[config.mk]
export PLATFORM = sky130hd
export DESIGN_NAME = uart_tx_fifo
export DESIGN_NICKNAME = d
export VERILOG_FILES = /design/src/rtl/uart_pkg.sv /design/src/rtl/sync_fifo.sv /design/src/rtl/uart_tx_fifo.sv
export SDC_FILE = /design/constraint.sdc
export NUM_CORES = 1
export LEC_CHECK = 0
export BUFFER_PORTS_ARGS = -buffer_cell sky130_fd_sc_hd__buf_4
export CORE_ASPECT_RATIO = 1.2
export CORE_MARGIN = 8
export CORE_UTILIZATION = 41
export CTS_BUF_LIST = sky130_fd_sc_hd__clkbuf_16
export DETAILED_ROUTE_END_ITERATION = 7
export HOLD_SLACK_MARGIN = 0.02
export PLACE_DENSITY = 0.59
export SLEW_MARGIN = 40
export SYNTH_ARGS = -nofsm -noshare
export SYNTH_HDL_FRONTEND = slang
export SYNTH_SLANG_ARGS = --single-unit
[constraint.sdc]
create_clock -name clk -period 4.07 [get_ports clk]
set_input_delay 0 -clock clk [delete_from_list [all_inputs] [get_ports clk]]
set_output_delay 0 -clock clk [all_outputs]
set_load 0.03 [all_outputs]
[src/rtl/uart_pkg.sv]
// Shared definitions for the UART transmit path: byte width and the
// send-sequencer state type.
package uart_pkg;

    localparam int unsigned DATA_W = 8;

    typedef enum logic [1:0] {
        IDLE      = 2'd0,
        WAIT_BUSY = 2'd1,
        WAIT_DONE = 2'd2
    } tx_state_t;

endpackage

[src/rtl/sync_fifo.sv]
// Synchronous byte FIFO with an occupancy count, a sticky overflow flag and
// a synchronous flush.
module sync_fifo #(
    parameter int unsigned DEPTH  = 16,
    parameter int unsigned ADDR_W = 4,
    parameter int unsigned DATA_W = 8
) (
    input  logic              clk,
    input  logic              reset,
    input  logic [DATA_W-1:0] wr_data,
    input  logic              wr_en,
    input  logic              flush,
    input  logic              pop,
    output logic [DATA_W-1:0] rd_data,
    output logic              full,
    output logic              empty,
    output logic [ADDR_W:0]   count,
    output logic              overflow
);

    localparam logic [ADDR_W:0] FULL_CNT = (ADDR_W + 1)'(DEPTH);

    logic [DATA_W-1:0] mem [DEPTH];
    logic [ADDR_W-1:0] wr_ptr;
    logic [ADDR_W-1:0] rd_ptr;
    logic              push_ok;
    logic              pop_ok;

    // full comes from the registered count, so a push while full is dropped
    // even when a pop frees a slot on the same edge.
    always_comb begin
        full    = (count == FULL_CNT);
        empty   = (count == '0);
        push_ok = wr_en && !full && !flush;
        pop_ok  = pop && !empty && !flush;
        rd_data = mem[rd_ptr];
    end

    always_ff @(posedge clk or negedge reset) begin
        if (!reset) begin
            wr_ptr   <= '0;
            rd_ptr   <= '0;
            count    <= '0;
            overflow <= 1'b0;
        end else if (flush) begin
            wr_ptr   <= '0;
            rd_ptr   <= '0;
            count    <= '0;
            overflow <= 1'b0;
        end else begin
            if (wr_en && full)
                overflow <= 1'b1;
            if (push_ok)
                wr_ptr <= wr_ptr + 1'b1;
            if (pop_ok)
                rd_ptr <= rd_ptr + 1'b1;
            case ({push_ok, pop_ok})
                2'b10:   count <= count + 1'b1;
                2'b01:   count <= count - 1'b1;
                default: count <= count;
            endcase
        end
    end

    always_ff @(posedge clk) begin
        if (push_ok)
            mem[wr_ptr] <= wr_data;
    end

endmodule

[src/rtl/uart_tx_fifo.sv]
// Byte buffer in front of uart_tx: queues bytes and launches them one at a
// time, pacing on uart_tx's ready handshake.
module uart_tx_fifo
    import uart_pkg::*;
#(
    parameter int unsigned DEPTH  = 16,
    parameter int unsigned ADDR_W = 4,
    parameter int unsigned DATA_W = uart_pkg::DATA_W
) (
    input  logic              clk,
    input  logic              reset,
    input  logic [DATA_W-1:0] wr_data,
    input  logic              wr_en,
    input  logic              flush,
    output logic              full,
    output logic              empty,
    output logic [ADDR_W:0]   count,
    output logic              overflow,
    output logic [DATA_W-1:0] tx_data,
    output logic              send_trigger,
    input  logic              tx_ready
);

    tx_state_t         state;
    logic              launch;
    logic [DATA_W-1:0] head_data;

    sync_fifo #(
        .DEPTH  (DEPTH),
        .ADDR_W (ADDR_W),
        .DATA_W (DATA_W)
    ) u_fifo (
        .clk      (clk),
        .reset    (reset),
        .wr_data  (wr_data),
        .wr_en    (wr_en),
        .flush    (flush),
        .pop      (launch),
        .rd_data  (head_data),
        .full     (full),
        .empty    (empty),
        .count    (count),
        .overflow (overflow)
    );

    always_comb begin
        launch = (state == IDLE) && !empty && tx_ready && !flush;
    end

    // flush never aborts a byte already handed to uart_tx; it only blocks
    // a launch in the cycle it is asserted.
    always_ff @(posedge clk or negedge reset) begin
        if (!reset) begin
            state        <= IDLE;
            tx_data      <= '0;
            send_trigger <= 1'b0;
        end else begin
            send_trigger <= 1'b0;
            case (state)
                IDLE: begin
                    if (launch) begin
                        tx_data      <= head_data;
                        send_trigger <= 1'b1;
                        state        <= WAIT_BUSY;
                    end
                end
                WAIT_BUSY: begin
                    if (!tx_ready)
                        state <= WAIT_DONE;
                end
                WAIT_DONE: begin
                    if (tx_ready)
                        state <= IDLE;
                end
                default: state <= IDLE;
            endcase
        end
    end

endmodule
==> results.sh <==
export IMPL_status="finished clean"
export IMPL_grt_pass1_vias=3440
export IMPL_fp_dieW_um=128
export IMPL_ys_seq_area_share_pct=72.2
export IMPL_synthArstFlopShare_pct=16.3
export IMPL_fin_nets=410
export IMPL_yosys_area_top_type="edfxtp_1"
export IMPL_synthesis_area_sq_um=6190
export IMPL_finalNonFillerCells=605
export IMPL_fin_util_pct=49.8
export IMPL_worst_pin_slew_ps=626
export IMPL_fin_crit_ps=3410
export IMPL_postCtsSetupRepairBufs=0
export IMPL_grt_pass1_wl_mm=19.4
export IMPL_seq_area_sq_um=4480
export IMPL_worstPathArrival_ps=3760
export IMPL_cts_buffer_depth=2
export IMPL_fmax_mhz=293
export IMPL_power_density_nw_per_um2=565
export IMPL_drive_above_1_share_pct=30.4
export IMPL_hold_class="in2async"
export IMPL_drt_initial_drc_count=179
export IMPL_io_pins=30
export IMPL_rsz0062_at_grt="no"
export IMPL_antenna_found_initial=0
export IMPL_setup_tns_ps=0
export IMPL_vias_per_cell=5.24
export IMPL_h_tree_depth=4
export IMPL_worst_setup_path_end_kind="register"
export IMPL_avgSynthCellArea_sq_um=18.4
export IMPL_insertion_delay_ps=420
export IMPL_numPlacedInstances=561
export IMPL_hpwl_mm=7.66
export IMPL_cts_root_buffer="clkbuf_16"
export IMPL_grt_max_degree=36
export IMPL_ant_nets=0
export IMPL_maxCapViolCount=0
export IMPL_synth_top_area_share_pct=62.1
export IMPL_multiInputGateArea_sq_um=1650
export IMPL_finalCritPeriodShare_pct=83.8
export IMPL_path_class="reg2reg"
export IMPL_clock_sinks=153
export IMPL_vias=3168
export IMPL_crit_fanout=18
export IMPL_stdcell_area_sq_um=7410
export IMPL_port_buffers=29
export IMPL_fp_dieArea_sq_um=19300
export IMPL_num_rows=49
export IMPL_synth_edff_count=128
export IMPL_ys_types=41
export IMPL_synth_ff_type="edfxtp_1"
export IMPL_finalHoldViolations=0
export IMPL_drc=0
export IMPL_syn_num_nets=359
export IMPL_drt_total_wl_mm=12.4
export IMPL_core_area_sq_um=14900
export IMPL_cts_inserted_buffers=17
export IMPL_relSlewSlack_pct=58.3
export IMPL_cts_tree="done"
export IMPL_grt_ovfl_total=0
export IMPL_finalClockSkew_ps=10.3
export IMPL_synthesis_instances=337
export IMPL_track_usage_pct=13.9
export IMPL_yosys_warnings=0
export IMPL_worstPathRequired_ps=4420
export IMPL_leakagePower_uw=0.00252
export IMPL_n_fill_cell=1220
export IMPL_start_util_pct=41.6
export IMPL_place_congestion=0.748
export IMPL_clk_pin_slew_ps=60
export IMPL_totalPowerFinal_uw=4190
export IMPL_wl_per_cell_um=20.4
export IMPL_drv_slew=0
export IMPL_finalSetupViolations=0
export IMPL_area_growth_pct=19.7
export IMPL_yosys_top_cells_area="edfxtp_1 62%, mux4_2 12%, dfrtp_1 10%, mux2i_1 2.6%, ha_1 1.6%"
export IMPL_setup_worst_path_start_class="register"
export IMPL_vdd_drop_max_uv=239
export IMPL_diodes=0
export IMPL_ys_seq_elements=153
export IMPL_die_y_um=151
export IMPL_dr_pass1_iters=4
export IMPL_place_area_sq_um=6680
layer usage:
metal / global-route usage [%] / routed length, um
met1: 15.9 / 5090
met2: 23.6 / 6340
met3: 3.47 / 500
met4: 7.44 / 429
met5: 0 / 0
what timing repair did:
| item | in CTS | in global routing |
|---|---|---|
| gates resized for setup | 0 | 0 |
| hold buffers | 12 | 0 |
| endpoints found under the hold margin | 164 | 0 |
sequential cells by signal (all words and copies together) (netlist names):
| signal | count |
|---|---|
| send_trigger | 1 |
| u_fifo.wr_ptr | 4 |
| state | 2 |
| u_fifo.rd_ptr | 4 |
| u_fifo.count | 5 |
| tx_data | 8 |
| u_fifo.overflow | 1 |
| u_fifo.mem | 128 |
power breakdown:
| part | internal, uW | switching, uW | total, uW |
|---|---|---|---|
| Combinational | 324 | 363 | 688 |
| Clock | 978 | 648 | 1630 |
| Sequential | 1770 | 99.8 | 1870 |
| Total | 3070 | 1110 | 4190 |
critical path: stages, from the launching register on:
cell	delay (ps)
dfrtp_1	440
or4_4	580
o21ai_4	440
inv_2	190
nand2b_2	160
inv_1	90
ha_1	320
nor2b_1	150
o21a_1	190
or4_1	410
a211o_1	310
nand3_1	80
placed cells by master, fill, tap and decap left out, types with 2 or more instances in the layout:
cell type,count
bufinv_16,3
a21oi_1,3
dlygate4sd3_1,12
dfrtp_2,2
mux4_2,32
nor2_1,10
inv_6,5
nor2b_1,3
buf_4,36
nand3_1,3
nor3_1,4
xnor2_1,4
clkinvlp_4,2
a22o_1,3
dfrtp_1,22
clkbuf_16,17
o21ai_0,3
clkinv_2,2
nand2_1,24
xor2_1,4
nand2b_1,4
nand3b_1,2
ha_1,8
nor2_2,12
inv_1,6
clkinv_4,2
o221ai_1,8
mux2i_1,16
edfxtp_1,128
Yosys cell counts, types with 6 or more instances:
library cell	number
nor2_1	22
ha_1	8
mux4_2	32
dfrtp_1	25
mux2i_1	16
clkbuf_1	7
edfxtp_1	128
inv_1	6
o221ai_1	8
buf_2	8
nand2_1	24
stage by stage:
stage	hold slack, ps	setup WS [ps]
after floorplan	-296	1040
after global placement	-76.5	787
after detailed placement	-70.2	678
after CTS	29.8	665
after global routing	49.1	451
final	28.3	658
area by class of cell:
| cell class | count | area share, % |
|---|---|---|
| Tap cell | 204 | 3.44 |
| Sequential cell | 153 | 60.4 |
| Multi-Input combinational cell | 161 | 22.3 |
| Clock inverter | 15 | 2.53 |
| Timing Repair Buffer | 48 | 5.27 |
| Inverter | 7 | 0.354 |
| Clock buffer | 17 | 5.74 |
kinds of logic (layout without fill, tap and decap cells):
kind of cell / after synthesis / count (layout) / share of synthesized area [%]
flip-flops: 153 / 153 / 72.2
AND/OR/NAND/NOR: 69 / 69 / 5.44
multiplexers: 49 / 49 / 14.4
AO/OA/AOI/OAI: 26 / 26 / 3.29
buffers and inverters: 23 / 87 / 1.62
adder cells (fa/ha/maj): 9 / 9 / 1.94
XOR/XNOR: 8 / 8 / 1.13
path summary, 6_finish.rpt:
path | startpoint | end | slack (ps) | cells past startpoint
min in group clk | tx_ready | state[1] | 300 | 3
hold / removal | reset | u_fifo.count[1] | 30 | 2
setup / recovery | u_fifo.count[1] | u_fifo.count[4] | 660 | 11
max in group asynchronous | reset | u_fifo.rd_ptr[1] | 3750 | 2
setup reg to reg | u_fifo.count[1] | u_fifo.count[4] | 660 | 11
hold reg to reg | tx_data[3] | tx_data[3] | 500 | 2
(Power assumes the default switching activity.)
